`src/rtl/forward_hazard_unit_if.sv`:
```
// Bundle between the ID/EX pipeline control and the forwarding/hazard unit.
// FWD_HAZARD_STATS_EN adds the stall/forward statistics counters.
interface forward_hazard_unit_if #(
    parameter int REGW = 3
);
    logic [REGW-1:0] id_sr1;
    logic [REGW-1:0] id_sr2;
    logic [REGW-1:0] id_src;
    logic            id_sr1_used;
    logic            id_sr2_used;
    logic            id_src_used;
    logic [REGW-1:0] id_dest;
    logic            id_regwrite;
    logic            id_is_load;
    logic            id_dest_is_pc;
    logic            id_link;
    logic            id_valid;
    logic            mem_stall;
    logic            br_flush;

    logic [1:0]      sr1_forward_sel;
    logic [1:0]      sr2_forward_sel;
    logic            pc_forward_sel;
    logic            dest_forward_sel;
    logic            stall_id;
    logic            bubble_ex;
`ifdef FWD_HAZARD_STATS_EN
    logic [15:0]     stall_count;
    logic [15:0]     fwd_count;
`endif

    modport master (
        output id_sr1, id_sr2, id_src, id_sr1_used, id_sr2_used, id_src_used,
               id_dest, id_regwrite, id_is_load, id_dest_is_pc, id_link, id_valid,
               mem_stall, br_flush,
        input  sr1_forward_sel, sr2_forward_sel, pc_forward_sel, dest_forward_sel,
               stall_id, bubble_ex
`ifdef FWD_HAZARD_STATS_EN
        , input stall_count, fwd_count
`endif
    );

    modport slave (
        input  id_sr1, id_sr2, id_src, id_sr1_used, id_sr2_used, id_src_used,
               id_dest, id_regwrite, id_is_load, id_dest_is_pc, id_link, id_valid,
               mem_stall, br_flush,
        output sr1_forward_sel, sr2_forward_sel, pc_forward_sel, dest_forward_sel,
               stall_id, bubble_ex
`ifdef FWD_HAZARD_STATS_EN
        , output stall_count, fwd_count
`endif
    );
endinterface

```
`src/rtl/forward_hazard_unit.sv`:
```
// Forwarding-select and load-use hazard control for the EX/MEM/WB slots.
// Define FWD_HAZARD_STATS_EN to add saturating stall/forward counters.
module forward_hazard_unit #(
    parameter int REGW = 3
) (
    input  logic                   clk,
    input  logic                   reset,
    forward_hazard_unit_if.slave   hz_if
);

    typedef struct packed {
        logic            valid;
        logic [REGW-1:0] dest;
        logic            regwrite;
        logic            is_load;
        logic            dest_is_pc;
        logic            link;
    } slot_t;

    typedef struct packed {
        slot_t           slot;
        logic [REGW-1:0] sr1;
        logic [REGW-1:0] sr2;
        logic [REGW-1:0] src;
        logic            sr1_used;
        logic            sr2_used;
        logic            src_used;
    } ex_slot_t;

    typedef struct packed {
        logic            valid;
        logic [REGW-1:0] dest;
        logic            regwrite;
    } wb_slot_t;

    ex_slot_t exSlot_q, exSlot_d;
    slot_t    memSlot_q, memSlot_d;
    wb_slot_t wbSlot_q, wbSlot_d;

    logic [1:0] sr1Sel;
    logic [1:0] sr2Sel;
    logic       pcSel;
    logic       destSel;
    logic       loadUse;
    logic       storeHaz;
    logic       hazard;
    logic       stallId;
    logic       bubbleEx;

    // MEM never forwards a load: its data is not back from memory yet.
    function automatic logic memHit(input slot_t s, input logic [REGW-1:0] r);
        return s.valid && s.regwrite && !s.is_load && (s.dest == r);
    endfunction

    function automatic logic wbHit(input wb_slot_t s, input logic [REGW-1:0] r);
        return s.valid && s.regwrite && (s.dest == r);
    endfunction

    function automatic logic [1:0] srSelect(input logic used, input logic [REGW-1:0] r,
                                            input slot_t m, input wb_slot_t w);
        if (!used)
            return 2'b00;
        if (memHit(m, r))
            return m.dest_is_pc ? 2'b11 : 2'b10;
        if (wbHit(w, r))
            return 2'b01;
        return 2'b00;
    endfunction

    function automatic logic exDestHit(input ex_slot_t e, input logic used,
                                       input logic [REGW-1:0] r);
        return e.slot.valid && e.slot.regwrite && used && (e.slot.dest == r);
    endfunction

    always_comb begin
        sr1Sel  = srSelect(exSlot_q.slot.valid && exSlot_q.sr1_used, exSlot_q.sr1,
                           memSlot_q, wbSlot_q);
        sr2Sel  = srSelect(exSlot_q.slot.valid && exSlot_q.sr2_used, exSlot_q.sr2,
                           memSlot_q, wbSlot_q);
        pcSel   = memSlot_q.valid && memSlot_q.dest_is_pc && memSlot_q.link;
        destSel = exSlot_q.slot.valid && exSlot_q.src_used
                  && wbHit(wbSlot_q, exSlot_q.src) && !memHit(memSlot_q, exSlot_q.src);

        // A store source written by the EX instruction would only be reachable
        // from MEM next cycle, which the dest mux cannot select, so stall once.
        loadUse  = exSlot_q.slot.is_load
                   && (exDestHit(exSlot_q, hz_if.id_sr1_used, hz_if.id_sr1)
                    || exDestHit(exSlot_q, hz_if.id_sr2_used, hz_if.id_sr2)
                    || exDestHit(exSlot_q, hz_if.id_src_used, hz_if.id_src));
        storeHaz = exDestHit(exSlot_q, hz_if.id_src_used, hz_if.id_src);
        hazard   = !reset && hz_if.id_valid && (loadUse || storeHaz)
                   && !hz_if.mem_stall && !hz_if.br_flush;
        stallId  = !reset && (hz_if.mem_stall || hazard);
        bubbleEx = !reset && !hz_if.mem_stall && (hazard || hz_if.br_flush);
    end

    assign hz_if.sr1_forward_sel  = reset ? 2'b00 : sr1Sel;
    assign hz_if.sr2_forward_sel  = reset ? 2'b00 : sr2Sel;
    assign hz_if.pc_forward_sel   = !reset && pcSel;
    assign hz_if.dest_forward_sel = !reset && destSel;
    assign hz_if.stall_id         = stallId;
    assign hz_if.bubble_ex        = bubbleEx;

    always_comb begin
        exSlot_d  = exSlot_q;
        memSlot_d = memSlot_q;
        wbSlot_d  = wbSlot_q;
        if (!hz_if.mem_stall) begin
            wbSlot_d.valid    = memSlot_q.valid;
            wbSlot_d.dest     = memSlot_q.dest;
            wbSlot_d.regwrite = memSlot_q.regwrite;
            memSlot_d         = exSlot_q.slot;
            if (bubbleEx) begin
                exSlot_d = '0;
            end else begin
                exSlot_d.slot.valid      = hz_if.id_valid;
                exSlot_d.slot.dest       = hz_if.id_dest;
                exSlot_d.slot.regwrite   = hz_if.id_regwrite;
                exSlot_d.slot.is_load    = hz_if.id_is_load;
                exSlot_d.slot.dest_is_pc = hz_if.id_dest_is_pc;
                exSlot_d.slot.link       = hz_if.id_link;
                exSlot_d.sr1             = hz_if.id_sr1;
                exSlot_d.sr2             = hz_if.id_sr2;
                exSlot_d.src             = hz_if.id_src;
                exSlot_d.sr1_used        = hz_if.id_sr1_used;
                exSlot_d.sr2_used        = hz_if.id_sr2_used;
                exSlot_d.src_used        = hz_if.id_src_used;
            end
        end
    end

    always_ff @(posedge clk) begin
        if (reset) begin
            exSlot_q  <= '0;
            memSlot_q <= '0;
            wbSlot_q  <= '0;
        end else begin
            exSlot_q  <= exSlot_d;
            memSlot_q <= memSlot_d;
            wbSlot_q  <= wbSlot_d;
        end
    end

`ifdef FWD_HAZARD_STATS_EN
    logic [15:0] stallCount_q, stallCount_d;
    logic [15:0] fwdCount_q, fwdCount_d;

    // Only hazard stalls are counted; memory-wait cycles are excluded.
    always_comb begin
        stallCount_d = stallCount_q;
        fwdCount_d   = fwdCount_q;
        if (hazard && (stallCount_q != 16'hFFFF))
            stallCount_d = stallCount_q + 16'd1;
        if (((sr1Sel != 2'b00) || (sr2Sel != 2'b00)) && !hz_if.mem_stall
            && (fwdCount_q != 16'hFFFF))
            fwdCount_d = fwdCount_q + 16'd1;
    end

    always_ff @(posedge clk) begin
        if (reset) begin
            stallCount_q <= 16'd0;
            fwdCount_q   <= 16'd0;
        end else begin
            stallCount_q <= stallCount_d;
            fwdCount_q   <= fwdCount_d;
        end
    end

    assign hz_if.stall_count = stallCount_q;
    assign hz_if.fwd_count   = fwdCount_q;
`endif

endmodule
```
`src/flat_wrapper.sv`:
```
// flat-port wrapper written by rule: the top's interface ports become plain ports
module forward_hazard_unit_flat 
#(
    parameter int REGW = 3
)
  (clk, reset, hz_if_id_sr1, hz_if_id_sr2, hz_if_id_src, hz_if_id_sr1_used, hz_if_id_sr2_used, hz_if_id_src_used, hz_if_id_dest, hz_if_id_regwrite, hz_if_id_is_load, hz_if_id_dest_is_pc, hz_if_id_link, hz_if_id_valid, hz_if_mem_stall, hz_if_br_flush, hz_if_sr1_forward_sel, hz_if_sr2_forward_sel, hz_if_pc_forward_sel, hz_if_dest_forward_sel, hz_if_stall_id, hz_if_bubble_ex);
  forward_hazard_unit_if #(.REGW(REGW)) hz_if_i ();
  input  logic clk;
  input  logic reset;
  input wire logic [$bits(hz_if_i.id_sr1)-1:0] hz_if_id_sr1;
  input wire logic [$bits(hz_if_i.id_sr2)-1:0] hz_if_id_sr2;
  input wire logic [$bits(hz_if_i.id_src)-1:0] hz_if_id_src;
  input wire logic [$bits(hz_if_i.id_sr1_used)-1:0] hz_if_id_sr1_used;
  input wire logic [$bits(hz_if_i.id_sr2_used)-1:0] hz_if_id_sr2_used;
  input wire logic [$bits(hz_if_i.id_src_used)-1:0] hz_if_id_src_used;
  input wire logic [$bits(hz_if_i.id_dest)-1:0] hz_if_id_dest;
  input wire logic [$bits(hz_if_i.id_regwrite)-1:0] hz_if_id_regwrite;
  input wire logic [$bits(hz_if_i.id_is_load)-1:0] hz_if_id_is_load;
  input wire logic [$bits(hz_if_i.id_dest_is_pc)-1:0] hz_if_id_dest_is_pc;
  input wire logic [$bits(hz_if_i.id_link)-1:0] hz_if_id_link;
  input wire logic [$bits(hz_if_i.id_valid)-1:0] hz_if_id_valid;
  input wire logic [$bits(hz_if_i.mem_stall)-1:0] hz_if_mem_stall;
  input wire logic [$bits(hz_if_i.br_flush)-1:0] hz_if_br_flush;
  output wire logic [$bits(hz_if_i.sr1_forward_sel)-1:0] hz_if_sr1_forward_sel;
  output wire logic [$bits(hz_if_i.sr2_forward_sel)-1:0] hz_if_sr2_forward_sel;
  output wire logic [$bits(hz_if_i.pc_forward_sel)-1:0] hz_if_pc_forward_sel;
  output wire logic [$bits(hz_if_i.dest_forward_sel)-1:0] hz_if_dest_forward_sel;
  output wire logic [$bits(hz_if_i.stall_id)-1:0] hz_if_stall_id;
  output wire logic [$bits(hz_if_i.bubble_ex)-1:0] hz_if_bubble_ex;
  assign hz_if_i.id_sr1 = hz_if_id_sr1;
  assign hz_if_i.id_sr2 = hz_if_id_sr2;
  assign hz_if_i.id_src = hz_if_id_src;
  assign hz_if_i.id_sr1_used = hz_if_id_sr1_used;
  assign hz_if_i.id_sr2_used = hz_if_id_sr2_used;
  assign hz_if_i.id_src_used = hz_if_id_src_used;
  assign hz_if_i.id_dest = hz_if_id_dest;
  assign hz_if_i.id_regwrite = hz_if_id_regwrite;
  assign hz_if_i.id_is_load = hz_if_id_is_load;
  assign hz_if_i.id_dest_is_pc = hz_if_id_dest_is_pc;
  assign hz_if_i.id_link = hz_if_id_link;
  assign hz_if_i.id_valid = hz_if_id_valid;
  assign hz_if_i.mem_stall = hz_if_mem_stall;
  assign hz_if_i.br_flush = hz_if_br_flush;
  assign hz_if_sr1_forward_sel = hz_if_i.sr1_forward_sel;
  assign hz_if_sr2_forward_sel = hz_if_i.sr2_forward_sel;
  assign hz_if_pc_forward_sel = hz_if_i.pc_forward_sel;
  assign hz_if_dest_forward_sel = hz_if_i.dest_forward_sel;
  assign hz_if_stall_id = hz_if_i.stall_id;
  assign hz_if_bubble_ex = hz_if_i.bubble_ex;
  forward_hazard_unit #(.REGW(REGW)) u_core (.clk(clk), .reset(reset), .hz_if(hz_if_i));
endmodule
```
`config.mk`:
```
export PLATFORM = sky130hd
export DESIGN_NAME = forward_hazard_unit_flat
export DESIGN_NICKNAME = d
export VERILOG_FILES = /design/src/rtl/forward_hazard_unit_if.sv /design/src/rtl/forward_hazard_unit.sv /design/src/flat_wrapper.sv
export SDC_FILE = /design/constraint.sdc
export NUM_CORES = 1
export LEC_CHECK = 0
export CORE_ASPECT_RATIO = 0.7
export CORE_MARGIN = 8
export CORE_UTILIZATION = 45
export CTS_CLUSTER_DIAMETER = 80
export DETAILED_ROUTE_END_ITERATION = 10
export GPL_TIMING_DRIVEN = 0
export PLACE_DENSITY = 0.72
export REMOVE_ABC_BUFFERS = 1
export SYNTH_ARGS = -nofsm -noshare
export SYNTH_HDL_FRONTEND = slang
export SYNTH_SLANG_ARGS = --single-unit
```
`constraint.sdc`:
```
create_clock -name clk -period 1.96 [get_ports clk]
set_clock_uncertainty 0.2 [all_clocks]
set_input_delay 0.392 -clock clk [delete_from_list [all_inputs] [get_ports clk]]
set_output_delay 0.392 -clock clk [all_outputs]
set_load 0.1 [all_outputs]
```
==> flow_metrics.py, run 1 <==
metrics = {
    "power_and_ir_drop": {
        "p_int_w": 0.00107,
        "p_leak_nw": 1.15,
        "ir_drop_mv": 0.401,
        "pwr-share-comb_pct": 15.3,
        "power_density_nw_per_um2": 554,
        "p_switching_w": 0.000391,
        "p_sw_share_pct": 26.7,
        "power_w": 0.00146,
        "clkPwrFrac_pct": 35.7,
        "seqPwrFrac_pct": 49.0,
    },
    "worst_setup_path": {
        "cp-start-kind": "primary input",
        "rr_endpoint": "u_core.exSlot_q[7]",
        "cp-end-kind": "output pin",
        "critPathArrivalTime_ps": 1900,
        "reg2regPathDepth": 5,
        "crit_path_start": "hz_if_br_flush",
        "r2r_start": "u_core.exSlot_q[17]",
        "cp.required_ps": 1370,
        "crit_type": "in2out",
        "worstPathMaxFanout": 21,
        "regToRegSetupSlack_ps": 90,
    },
    "timing": {
        "hold_violations": 0,
        "setup_viol": 7,
        "slew_headroom_pct": 42.0,
        "fin_crit_ps": 2490,
        "rsz0062_at_grt": "yes",
        "slew_violations": 0,
        "worstMarginPinSlew_ps": 869,
        "whs_ps": 174,
        "fin_ws_ps": -534,
        "tns_ps": -2000,
        "finalCritPeriodShare_pct": 127,
        "max_freq_ghz": 0.401,
    },
    "synthesis": {
        "synth_seq_cells": 33,
        "synthArstFlopShare_pct": 0,
        "syn-cell-area_um2": 1900,
        "syn_avg_cell_area_um2": 9.33,
        "yosysUniqueCellTypes": 33,
        "synthTopCellsByArea": "dfxtp_1 (35%), o41ai_2 (16%), nand2_1 (8.3%), xnor2_1 (6.9%), mux2i_1 (6.8%)",
        "synth_flop_cell": "dfxtp_1",
        "yosys_warnings": 0,
        "synth_edf_count": 0,
        "synth_top_area_share_pct": 34.7,
        "syn_inst": 204,
        "synth_top_area_cell": "dfxtp_1",
        "ys_seq_area_share_pct": 34.7,
    },
    "hold_path": {
        "hold_path.class": "in2reg",
        "hold_depth": 2,
        "min_from": "reset",
        "holdPathEnd": "u_core.memSlot_q[5]",
    },
    "clock_network": {
        "cts_num_sinks": 33,
        "hold_buffers": 0,
        "cts_root_buf": "clkbuf_8",
        "clk_pin_slew_worst_paths_ps": 70,
        "cts_inserted_buffers": 5,
        "clock_path_buffers": 2,
        "cts_tree": "done",
        "cts-htree-levels": 2,
        "clkLatencyLatePin_ps": 290,
    },
    "layout": {
        "antenna_cells": 0,
        "final_nets": 262,
        "drive_gt1_share_pct": 39.5,
        "finalNonFillerCells": 290,
        "synthToLayoutAreaGrowth_pct": 38.9,
    },
    "floorplanning": {
        "fp.dieW_um": 93.7,
        "start_util_pct": 47.7,
        "die_h_um": 70.4,
        "coreArea_um2": 3990,
        "dieArea_um2": 6600,
        "io_pins": 32,
        "rows": 19,
    },
    "global_routing": {
        "grt_overflow": 0,
        "grt_pass1_wl_um": 8310,
        "grt_util_met3_pct": 4.48,
        "grt_pass1_vias": 1616,
        "met1_usage_pct": 21.4,
        "busiest_layer": "met2",
        "met2_usage_pct": 23.9,
        "grt_usage_pct": 16.2,
        "antenna_found_initial": 0,
        "grt_max_degree": 22,
    },
    "place": {
        "place_inst": 268,
        "hpwl_um": 3230,
        "pre_cts_ws_ps": -2600,
        "gp_congestion": 0.789,
        "io_buffers": 31,
    },
    "route": {
        "vias": 1627,
        "wl_per_cell_um": 18.3,
        "viasPerCell": 5.61,
        "wl_um": 5300,
        "drtIter0Drc": 87,
        "first_pass_iters": 4,
        "drc_errors": 0,
        "ant_nets": 0,
    },
    "run_status": {
        "status": "finished with violations",
        "violations": "negative setup slack",
    },
    "run": {
        "cap_violations": 0,
    },
}
==> through the flow <==
| step | util, % | instance area [um^2] |
|---|---|---|
| 2_1_floorplan | - | 1790 |
| 3_3_place_gp | 54.2 | 2160 |
| 3_5_place_dp | 54.9 | 2190 |
| 4_1_cts | 63.9 | 2550 |
| 5_1_grt | 66.2 | 2640 |
| 6_report | 66.2 | 2640 |
==> area by class of cell <==
class	instances	area, um^2
flip-flops and latches	33	698
inverters	2	11.3
clock buffers	7	86.3
fillers	345	1350
repair buffers	46	497
multi-input cells	150	1290
well taps	52	65.1
==> kinds of logic (layout without fill, tap and decap cells) <==
| family | after synthesis | count (layout) | synth area share [%] |
|---|---|---|---|
| flip-flops | 33 | 33 | 34.7 |
| buffers and inverters | 22 | 55 | 6.38 |
| multiplexers | 13 | 13 | 6.84 |
| AND/OR/NAND/NOR | 81 | 81 | 19.2 |
| AO/OA/AOI/OAI | 28 | 29 | 20.4 |
| XOR/XNOR | 27 | 27 | 12.4 |
==> cells in the final DEF (no fill, tap or decap), drive strengths merged, types with 8 or more instances in the layout <==
cell type and instances:
o41ai 20, dfxtp 33, xor2 12, clkbuf 8, xnor2 15, nand2 42, dlygate4sd2 10, mux2i 13
clkdlybuf4s50 9, buf 24, nor2 18
==> metal layers <==
| layer | wire [um] | vias to the layer above |
|---|---|---|
| met2 | 2380 | 39 |
| met3 | 286 | 6 |
| met1 | 2560 | 798 |
| met4 | 68 | 0 |
| met5 | 0 | - |
| li1 | - | 784 |
==> registers in the layout, indices dropped and copies added, names as in the netlist <==
signal / flops
u_core.wbSlot_q: 5
u_core.exSlot_q: 20
u_core.memSlot_q: 8
==> Yosys cell counts, types with 2 or more instances <==
master,count
nand2_1,42
dfxtp_1,33
o41ai_2,19
nor2_1,18
xnor2_1,15
mux2i_1,13
xor2_1,12
clkbuf_1,10
nor3_1,5
buf_2,4
buf_4,3
buf_6,3
and4_4,2
inv_1,2
nand3_1,2
nor4_1,2
o31a_1,2
or3_1,2
==> power by group through the flow <==
stage / combinational [W] / clock, W / sequential, W
floorplan: 0.000112 / 0 / 0.000723
global placement: 0.000196 / 0 / 0.000732
detailed placement: 0.000197 / 0 / 0.000733
CTS: 0.000213 / 0.000538 / 0.000715
global route: 0.000240 / 0.000578 / 0.000719
finish: 0.000225 / 0.000523 / 0.000717
==> worst max-delay path, stage by stage <==
cell and delay [ps]:
clkdlybuf4s50_1 580, clkinvlp_4 370, o2111ai_1 230, a31oi_1 130
buf_6 200
==> worst max path at each step <==
stage / endpoint / slack, ps / cells after the start
after floorplan: hz_if_sr1_forward_sel[0] / -1820 / 4
after global placement: hz_if_bubble_ex / -3550 / 6
after detailed placement: hz_if_bubble_ex / -2600 / 7
after CTS: hz_if_stall_id / -510 / 5
after global routing: hz_if_stall_id / -610 / 5
final: hz_if_stall_id / -530 / 5
==> repair_timing <==
item | in CTS | in global routing
pin swaps | 19 | 10
gates resized for setup | 131 | 17
setup buffers | 9 | 5
endpoints found under the setup margin | 28 | 8
cloned | 1 | 0
Power figures use the tool's default switching activity.
==> run 2: changes to the inputs <==
--- a/config.mk
+++ b/config.mk
@@ -11,7 +11,7 @@
 export CTS_CLUSTER_DIAMETER = 80
 export DETAILED_ROUTE_END_ITERATION = 10
 export GPL_TIMING_DRIVEN = 0
-export PLACE_DENSITY = 0.72
+export PLACE_DENSITY = 0.82
 export REMOVE_ABC_BUFFERS = 1
 export SYNTH_ARGS = -nofsm -noshare
 export SYNTH_HDL_FRONTEND = slang
==> constraint.sdc (replaced) <==
create_clock -name clk -period 2 [get_ports clk]
set_clock_uncertainty 0.2 [all_clocks]
set_input_delay 0.4 -clock clk [delete_from_list [all_inputs] [get_ports clk]]
set_output_delay 0.4 -clock clk [all_outputs]
set_load 0.1 [all_outputs]
==> flow_metrics.py, run 2 (same netlist as run 1, synthesis figures left out) <==
metrics = {
    "run_status": {
        "status": "finished with violations",
        "violations": "negative setup slack",
    },
    "clock_network": {
        "cts-htree-levels": 2,
        "clock_path_buffers": 2,
        "clk_pin_slew_worst_paths_ps": 70,
        "cts_inserted_buffers": 5,
        "hold_buffers": 0,
        "cts_root_buf": "clkbuf_8",
        "cts_num_sinks": 33,
        "cts_tree": "done",
        "clkLatencyLatePin_ps": 290,
    },
    "timing": {
        "setup_viol": 7,
        "fin_crit_ps": 2540,
        "slew_headroom_pct": 47.6,
        "fin_ws_ps": -542,
        "finalCritPeriodShare_pct": 127,
        "rsz0062_at_grt": "yes",
        "worstMarginPinSlew_ps": 786,
        "hold_violations": 0,
        "tns_ps": -1960,
        "slew_violations": 0,
        "max_freq_ghz": 0.393,
    },
    "floorplanning": {
        "fp.dieW_um": 93.7,
        "dieArea_um2": 6600,
        "coreArea_um2": 3990,
        "die_h_um": 70.4,
        "rows": 19,
        "start_util_pct": 47.7,
        "io_pins": 32,
    },
    "worst_setup_path": {
        "cp-end-kind": "output pin",
        "critPathMaxStageDelay_ps": 430,
        "crit_buf_inv": 1,
        "crit_type": "reg2out",
        "crit_family": "simple AND/OR/NAND/NOR gates",
        "cpMaxStageDelayCell": "or3_1",
        "reg2regPathDepth": 6,
        "cp.required_ps": 1400,
        "worst-path-stages": 5,
        "worstPathMaxFanout": 4,
        "critPathArrivalTime_ps": 1940,
        "path_cells": "xnor2_2, nand4_1, or3_1, a31oi_1, buf_6",
        "r2r_start": "u_core.exSlot_q[17]",
        "cp-start-kind": "register",
        "regToRegSetupSlack_ps": 90,
        "rr_endpoint": "u_core.exSlot_q[19]",
    },
    "layout": {
        "final_common_cell": "nand2_1",
        "largest_reg_flops": 20,
        "synthToLayoutAreaGrowth_pct": 41.0,
        "fin_area_um2": 2680,
        "reg_top3": "u_core.exSlot_q: 20 flops, u_core.memSlot_q: 8 flops, u_core.wbSlot_q: 5 flops",
        "fin_util_pct": 67.2,
        "final_cell_mix": "nand2_1 (41), o41ai_2 (19), buf_4 (18)",
        "top_register": "u_core.exSlot_q",
        "final_nets": 267,
        "antenna_cells": 0,
        "fillers": 304,
        "drive_gt1_share_pct": 43.0,
    },
    "power_and_ir_drop": {
        "ir_drop_mv": 0.403,
        "power_w": 0.00142,
        "power_density_nw_per_um2": 530,
        "p_leak_nw": 1.19,
    },
    "place": {
        "hpwl_um": 3310,
        "io_buffers": 31,
        "gp_congestion": 0.813,
        "placed_area_um2": 2190,
        "pre_cts_ws_ps": -2300,
    },
    "global_routing": {
        "grt_max_degree": 22,
        "antenna_found_initial": 0,
        "grt_overflow": 0,
        "grt_util_met3_pct": 4.70,
        "met1_usage_pct": 20.1,
        "met2_usage_pct": 23.2,
        "grt_pass1_vias": 1684,
        "busiest_layer": "met2",
        "grt_pass1_wl_um": 8240,
        "grt_usage_pct": 15.9,
    },
    "route": {
        "first_pass_iters": 4,
        "wl_um": 5380,
        "viasPerCell": 5.68,
        "ant_nets": 0,
        "drtIter0Drc": 136,
        "drc_errors": 0,
        "wl_per_cell_um": 18.2,
        "vias": 1681,
    },
    "hold_path": {
        "hold_path.class": "in2reg",
        "hold_depth": 2,
        "min_from": "reset",
        "holdPathEnd": "u_core.memSlot_q[7]",
    },
    "run": {
        "cap_violations": 0,
    },
}
[run 2: cell types whose count changed in the layout (fill, tap and decap cells not counted), sizes merged]
| cell | change |
|---|---|
| clkinv | +2 |
| buf | +5 |
| dlygate4sd2 | -3 |
| clkdlybuf4s50 | +1 |
| clkinvlp | +1 |
[run 2: area by class of cell]
class | instances | area [um^2] | share of cell area [%]
clock buffer | 6 | 72.6 | 2.70
tap | 52 | 65.1 | 2.42
timing repair buffer | 50 | 515 | 19.2
inverter | 2 | 11.3 | 0.420
timing repair inverter | 1 | 5.00 | 0.186
multi-input combinational | 150 | 1300 | 48.4
clock inverter | 2 | 10.0 | 0.373
sequential | 33 | 706 | 26.3
[run 2: worst register-to-register path: cells and delay by family (launching register included)]
family,cells,cell delay (ps)
AO/OA/AOI/OAI,2,660
flip-flops,1,370
buffers and inverters,2,290
AND/OR/NAND/NOR,1,190
XOR/XNOR,1,110
[run 2: stage by stage]
step           std cells  hold WS [ps]
3_3_place_gp         267           262
6_report             296           171
4_1_cts              288           159
3_5_place_dp         268           254
2_1_floorplan        184           225
5_1_grt              296           170
[run 2: repair_timing]
| item | 4_1_cts | 5_1_grt |
|---|---|---|
| setup endpoints to repair | 28 | 8 |
| endpoints found under the hold margin | 0 | 0 |
| gates cloned | 1 | 1 |
| resized for setup | 131 | 22 |
| pin swaps | 19 | 11 |
| setup buffers | 11 | 7 |
[run 2: metal layers]
layer	share of wire, %	vias up
met1	43	805
li1	-	797
met5	0	-
met4	1.4	0
met2	47	72
met3	8.6	7
[run 2: worst max-delay path by stage]
stage,startpoint,end,slack (ps)
2_1_floorplan,u_core.memSlot_q[6],hz_if_sr1_forward_sel[0],-1780
4_1_cts,u_core.exSlot_q[15],hz_if_stall_id,-490
3_5_place_dp,reset,hz_if_bubble_ex,-2300
5_1_grt,u_core.exSlot_q[17],hz_if_stall_id,-570
3_3_place_gp,reset,hz_if_bubble_ex,-3400
6_report,u_core.exSlot_q[17],hz_if_stall_id,-540
[run 2: power breakdown]
part | leakage, nW | internal, W | switching, W
clock | 0.0450 | 0.000241 | 0.000252
combinational | 0.866 | 0.000112 | 0.000120
sequential | 0.279 | 0.000671 | 0.0000268
total | 1.19 | 0.00102 | 0.000398
